## src/rtl/flex_stp_deser.sv

```systemverilog
// Serial-to-parallel deserializer with a valid/ready holding register and sticky overrun.
// Optional even-parity frame bit is enabled by defining PARITY_CHECK_EN.
module flex_stp_deser #(
  parameter int NUM_BITS  = 8,
  parameter int SHIFT_MSB = 1,
  parameter int RESET_VAL = 1
) (
  input  logic                          clk,
  input  logic                          rst,
  input  logic                          shift_enable,
  input  logic                          serial_in,
  input  logic                          clear,
  input  logic                          word_ready,
  output logic                          word_valid,
  output logic [NUM_BITS-1:0]           parallel_out,
  output logic [$clog2(NUM_BITS+2)-1:0] bit_count,
  output logic                          overrun,
  output logic                          parity_err
);

  localparam int CW = $clog2(NUM_BITS + 2);
`ifdef PARITY_CHECK_EN
  localparam int FRAME = NUM_BITS + 1;
`else
  localparam int FRAME = NUM_BITS;
`endif
  localparam logic [CW-1:0]       LAST = CW'(FRAME - 1);
  localparam logic [NUM_BITS-1:0] FILL = {NUM_BITS{RESET_VAL[0]}};

  // Handshake: parallel_out/parity_err are held stable while word_valid=1;
  // a word is consumed on any rising edge where word_valid && word_ready.
  logic [NUM_BITS-1:0] sr;
  logic [NUM_BITS-1:0] sr_next;
  logic [NUM_BITS-1:0] word;
  logic                last_bit;
  logic                complete;
  logic                data_bit;
  logic                word_perr;

  always_comb begin
    sr_next = sr;
    if (SHIFT_MSB != 0) sr_next = {sr[NUM_BITS-2:0], serial_in};
    else                sr_next = {serial_in, sr[NUM_BITS-1:1]};
  end

  assign last_bit = (bit_count == LAST);
  assign complete = shift_enable & ~clear & last_bit;

`ifdef PARITY_CHECK_EN
  // The parity bit closes the frame but never enters the shift register.
  assign data_bit  = ~last_bit;
  assign word      = sr;
  assign word_perr = ^{sr, serial_in};
`else
  assign data_bit  = 1'b1;
  assign word      = sr_next;
  assign word_perr = 1'b0;
`endif

  always_ff @(posedge clk) begin
    if (rst) begin
      sr           <= FILL;
      parallel_out <= FILL;
      bit_count    <= '0;
      word_valid   <= 1'b0;
      overrun      <= 1'b0;
      parity_err   <= 1'b0;
    end else begin
      if (clear) begin
        sr        <= FILL;
        bit_count <= '0;
        overrun   <= 1'b0;
      end else if (shift_enable) begin
        if (data_bit) sr <= sr_next;
        if (last_bit) bit_count <= '0;
        else          bit_count <= bit_count + CW'(1);
      end

      if (complete) begin
        if (!word_valid || word_ready) begin
          parallel_out <= word;
          parity_err   <= word_perr;
          word_valid   <= 1'b1;
        end else begin
          overrun <= 1'b1;
        end
      end else if (word_valid && word_ready) begin
        word_valid <= 1'b0;
      end
    end
  end

endmodule

```

## config.mk

```make
export PLATFORM = sky130hd
export DESIGN_NAME = flex_stp_deser
export DESIGN_NICKNAME = d
export VERILOG_FILES = /design/src/rtl/flex_stp_deser.sv
export SDC_FILE = /design/constraint.sdc
export NUM_CORES = 1
export LEC_CHECK = 0
export ABC_AREA = 1
export ABC_CLOCK_PERIOD_IN_PS = 1400
export CAP_MARGIN = 0
export CELL_PAD_IN_SITES_DETAIL_PLACEMENT = 0
export CELL_PAD_IN_SITES_GLOBAL_PLACEMENT = 2
export CORE_ASPECT_RATIO = 1.2
export CORE_UTILIZATION = 27
export CTS_CLUSTER_DIAMETER = 40
export DETAILED_ROUTE_END_ITERATION = 16
export GPL_TIMING_DRIVEN = 1
export PLACE_DENSITY_LB_ADDON = 0.08
export SLEW_MARGIN = 20
export SYNTH_ARGS = -nofsm -noshare
export SYNTH_HDL_FRONTEND = slang
export SYNTH_SLANG_ARGS = --single-unit
```

## constraint.sdc

```tcl
create_clock -name clk -period 1.4 [get_ports clk]
set_input_delay 0.21 -clock clk [delete_from_list [all_inputs] [get_ports clk]]
set_output_delay 0.21 -clock clk [all_outputs]
set_load 0.05 [all_outputs]
```

---- After elaboration in Yosys (flattened, before gate mapping) ----
Index checks and enable logic that the tools add are counted.
storage, ports and cells
  flip-flop bits (word level) ............. 21
  input port bits ......................... 6
  output and inout port bits .............. 15
  word-level logic and storage cells ...... 25
operators by class
  add/subtract/negate cells ............... 1
  equality and inequality tests ........... 2
  multiplexer cells ....................... 7
  bitwise operators ....................... 3
  reductions and logical operators ........ 7
operators with widths
  cell                   number
  $mux W1                6
  $add A4 B1 Y4 const B  1
  $eq A4 B3 Y1 const B   1
  $mux W4                1
  $reduce_and A2 Y1      2
  $and A1 B1 Y1          2
  $ne A2 B1 Y1 const B   1
  $reduce_bool A2 Y1     1
  $reduce_or A2 Y1       1
  $logic_and A1 B1 Y1    1
  $logic_not A1 Y1       1
  $logic_or A1 B1 Y1     1
  $not A1 Y1             1

---- Depth between registers and ports, before layout ----
  word-level depth ........................ 5
  depth in mapped cells ................... 7
  depth with buffers taken out ............ 6

---- Worst setup path before layout ----
Ideal clock, no wire load.
  path kind ............................... register to register
  start ................................... register bit_count[1]
  end ..................................... register bit_count[0]
  setup time .............................. 113 ps
  data arrival time ....................... 1442 ps
  data required time ...................... 1287 ps
  slack ................................... -155 ps
  stages on the path, launching flop included .. 8
  path buffers ............................ 1
  clock period less this slack ............ 1555 ps
  cells stage by stage .................... dfxtp_1 ha_1 nand2_1 nor2_4 buf_8 nor2_1 nor2_1 nor2_1
between the ends
  cells in the longest elaborated chain, start to end .. 2
RTL lines
  item                    line  RTL
  start, declared         16    output logic [$clog2(NUM_BITS+2)-1:0] bit_count,
  start signal, assigned  76    else bit_count <= bit_count + CW'(1);
  $eq A4 B3 Y1            46    assign last_bit = (bit_count == LAST);
  $mux W4                 75    if (last_bit) bit_count <= '0;
Every way passes these cells.
A chain may end at the register's enable or synchronous reset.

---- Final worst setup path ----
  start ................................... register bit_count[0]
  end ..................................... register parallel_out[4]
between the ends
  cells in the longest elaborated chain, start to end .. 3
RTL lines
  item                                line  RTL
  $eq A4 B3 Y1                        46
  $and A1 B1 Y1                       47    assign complete = shift_enable & ~clear & last_bit;
  $reduce_and A2 Y1 (no source line)  -
  end signal, assigned                81    parallel_out <= word;
  end, declared                       15    output logic [NUM_BITS-1:0] parallel_out,
Every way passes these cells.

==> impl_metrics.csv <==
group,metric,value,unit
status,status,"complete, no violations",
worst_hold_path,hold_class,"reg -> reg",
finish,final_cells,168,
power_and_ir_drop,p_leak,0.6045,nW
critical_path,endpoint,"parallel_out[4]",
finish,drive_gt1_share,28.03,%
global_routing,antenna_found_initial,0,
critical_path,required,1.66,ns
clock_tree,clk_pin_slew_worst_paths,0.12,ns
timing,maxSlewViolCount,0,
timing,setup_slack,0.1576,ns
clock_tree,cts-htree-levels,1,
timing,setup_violations,0,
logic_synthesis,synth.distinct_cells,21,
logic_synthesis,async_reset_ff_share,0,%
logic_synthesis,synthesis.nets,111,
clock_tree,cts.repair.resized,0,
clock_tree,cts_root_buf,"clkbuf_4",
routing,drtAntennaViolNets,0,
logic_synthesis,synthMostInstantiatedCell,"nand2_1",
clock_tree,numCtsBuffers,3,
place,place_inst,164,
global_routing,grt_max_degree,13,
finish,seqCellArea,422.9,sq um
clock_tree,cts_tree,"done",
critical_path,path_class,"reg -> reg",
critical_path,regToRegSetupSlack,0.16,ns
routing,drt_iter0_markers,13,
floorplanning,io_pins,21,
routing,post-route-drc-count,0,
routing,vias_per_cell,4.482,
global_routing,grt_pass1_vias,744,
finish,antenna_cells,0,
power_and_ir_drop,power.density,784.3,nW/um^2
place,placed_area,1274,sq um
logic_synthesis,synthFlopType,"dfxtp_1",
routing,wl,1797,um
finish,fin_util,42.59,%
critical_path,arrival,1.50,ns
clock_tree,cts_max_path_buffers,2,
logic_synthesis,ys_ff_latch,21,
global_routing,grt-ovfl-total,0,
critical_path,critical_path.startpoint,"bit_count[0]",
logic_synthesis,synth_edf_count,0,
critical_path,worstReg2RegEnd,"parallel_out[4]",
global_routing,grt_pass1_wl,3194,um
finish,fin_nets,140,
floorplanning,core_area,3055,sq um
place,gp_congestion,0.6675,
place,io_buffers,19,
logic_synthesis,yosys_warnings,0,
run,max_cap_violations,0,
critical_path,startpoint_type,"flop",
clock_tree,ctsHoldBuffers,0,
timing,finClkSkew,0.006371,ns
critical_path,reg2reg_depth,6,
timing,timing.final.crit_share,88.74,%
critical_path,crit_path_max_fanout,6,
place,post-place-ws,-0.01292,ns
routing,detail_route.wl_per_cell,10.70,um
logic_synthesis,avgSynthCellArea,8.325,sq um
timing,hold_slack,0.4918,ns
floorplanning,dieArea,3438,sq um
logic_synthesis,syn-instance-count,104,
timing,finalHoldViolCount,0,
power_and_ir_drop,irDropWorstVdd,0.3557,mV
timing,rsz0062_at_grt,"false",
global_routing,grt_usage,12.69,%
timing,tns,0,ns
finish,nFillCells,330,
timing,max_freq,0.8049,GHz
finish,stdcell_area,1301,sq um
routing,firstDrtPassIters,3,
critical_path,cp-end-kind,"flop",
logic_synthesis,synth_area_leader_cell,"dfxtp_1",
finish,area_growth_syn_to_layout,50.29,%
finish,multi_input_area,392.9,sq um
timing,finalCriticalPeriod,1.242,ns
logic_synthesis,yosysTopAreaCellShare,48.55,%
clock_tree,clock_sinks,21,
floorplanning,die_h,64.04,um
logic_synthesis,syn_area,865.8,sq um
clock_tree,post-cts-setup-buffers,0,
routing,num_vias,753,
floorplanning,start_util,28.34,%
power_and_ir_drop,power,1.021,mW
floorplanning,chipWidth,53.70,um
critical_path,r2r_start,"bit_count[0]",
clock_tree,clock_latency,0.30,ns
floorplanning,rows,22,
logic_synthesis,synth_common_cells,"nand2_1 (29), dfxtp_1 (21), nand3_1 (16)",
logic_synthesis,synth_seq_area_share,48.55,%
place,dp_hpwl,1429,um
logic_synthesis,synth.area.top_cells,"dfxtp_1 (49%), nand2_1 (13%), nand3_1 (9.2%)",
## layer usage
metal | global-route usage [%] | share of wire (%) | vias to the layer above | wire length, um
met5 | 0 | 0 | - | 0
met1 | 14.87 | 45 | 334 | 808
met3 | 2.381 | 2.9 | 4 | 53
li1 | - | - | 401 | -
met2 | 20.83 | 50 | 14 | 898
met4 | 6.908 | 2.0 | 0 | 36
## placed cells by master, fill, tap and decap left out
| cell type | instances |
|---|---|
| a21oi_1 | 1 |
| a21oi_2 | 1 |
| buf_12 | 14 |
| buf_4 | 9 |
| clkbuf_4 | 3 |
| clkdlybuf4s50_1 | 5 |
| clkinv_1 | 1 |
| clkinv_2 | 1 |
| conb_1 | 1 |
| dfxtp_1 | 19 |
| dfxtp_2 | 2 |
| ha_1 | 1 |
| inv_1 | 2 |
| inv_2 | 1 |
| nand2_1 | 29 |
| nand2_2 | 1 |
| nand2_4 | 1 |
| nand3_1 | 16 |
| nand3_4 | 1 |
| nand4_1 | 8 |
| nor2_1 | 9 |
| nor2_4 | 1 |
| nor2_8 | 1 |
| o21ai_0 | 3 |
| o21ai_2 | 1 |
## layout make-up
type | count | share of cell area (%)
sequential | 21 | 32.50
clock inverter | 1 | 0.3846
tap | 36 | 3.462
timing repair buffer | 28 | 30.58
clock buffer | 3 | 1.731
inverter | 4 | 1.154
multi-input combinational | 75 | 30.19
## cell families (layout without fill, tap and decap cells)
kind of cell,after synthesis,after routing,synth area share (%)
buffers and inverters,8,36,6.068
adder cells (fa/ha/maj),1,1,1.445
AND/OR/NAND/NOR,67,67,39.16
flip-flops,21,21,48.55
other,1,1,0.4331
AO/OA/AOI/OAI,6,6,4.335
## critical path, stage by stage, from the launching register on
cell     delay, ns
dfxtp_2       0.40
ha_1          0.18
nand2_1       0.09
nor2_4        0.16
buf_4         0.17
nand4_1       0.10
nand3_1       0.10
## report_power, final
| part | leakage (nW) | internal [mW] | switching [mW] |
|---|---|---|---|
| clock | 0.0177 | 0.107 | 0.190 |
| combinational | 0.415 | 0.0470 | 0.0602 |
| sequential | 0.172 | 0.608 | 0.00941 |
| total | 0.605 | 0.761 | 0.259 |
## state kept, by name, indices dropped and copies added, names as in the netlist
name          flops
bit_count         4
overrun           1
parallel_out      8
sr                7
word_valid        1
## worst min path at each step
stage	start	end	slack, ns	cells past startpoint
2_1_floorplan	rst	word_valid	0.27	1
3_5_place_dp	sr[6]	sr[6]	0.47	2
5_1_grt	rst	word_valid	0.51	2
4_1_cts	rst	word_valid	0.49	2
6_report	sr[6]	sr[6]	0.49	2
3_3_place_gp	sr[6]	sr[6]	0.46	2
Power figures use the tool's default switching activity.
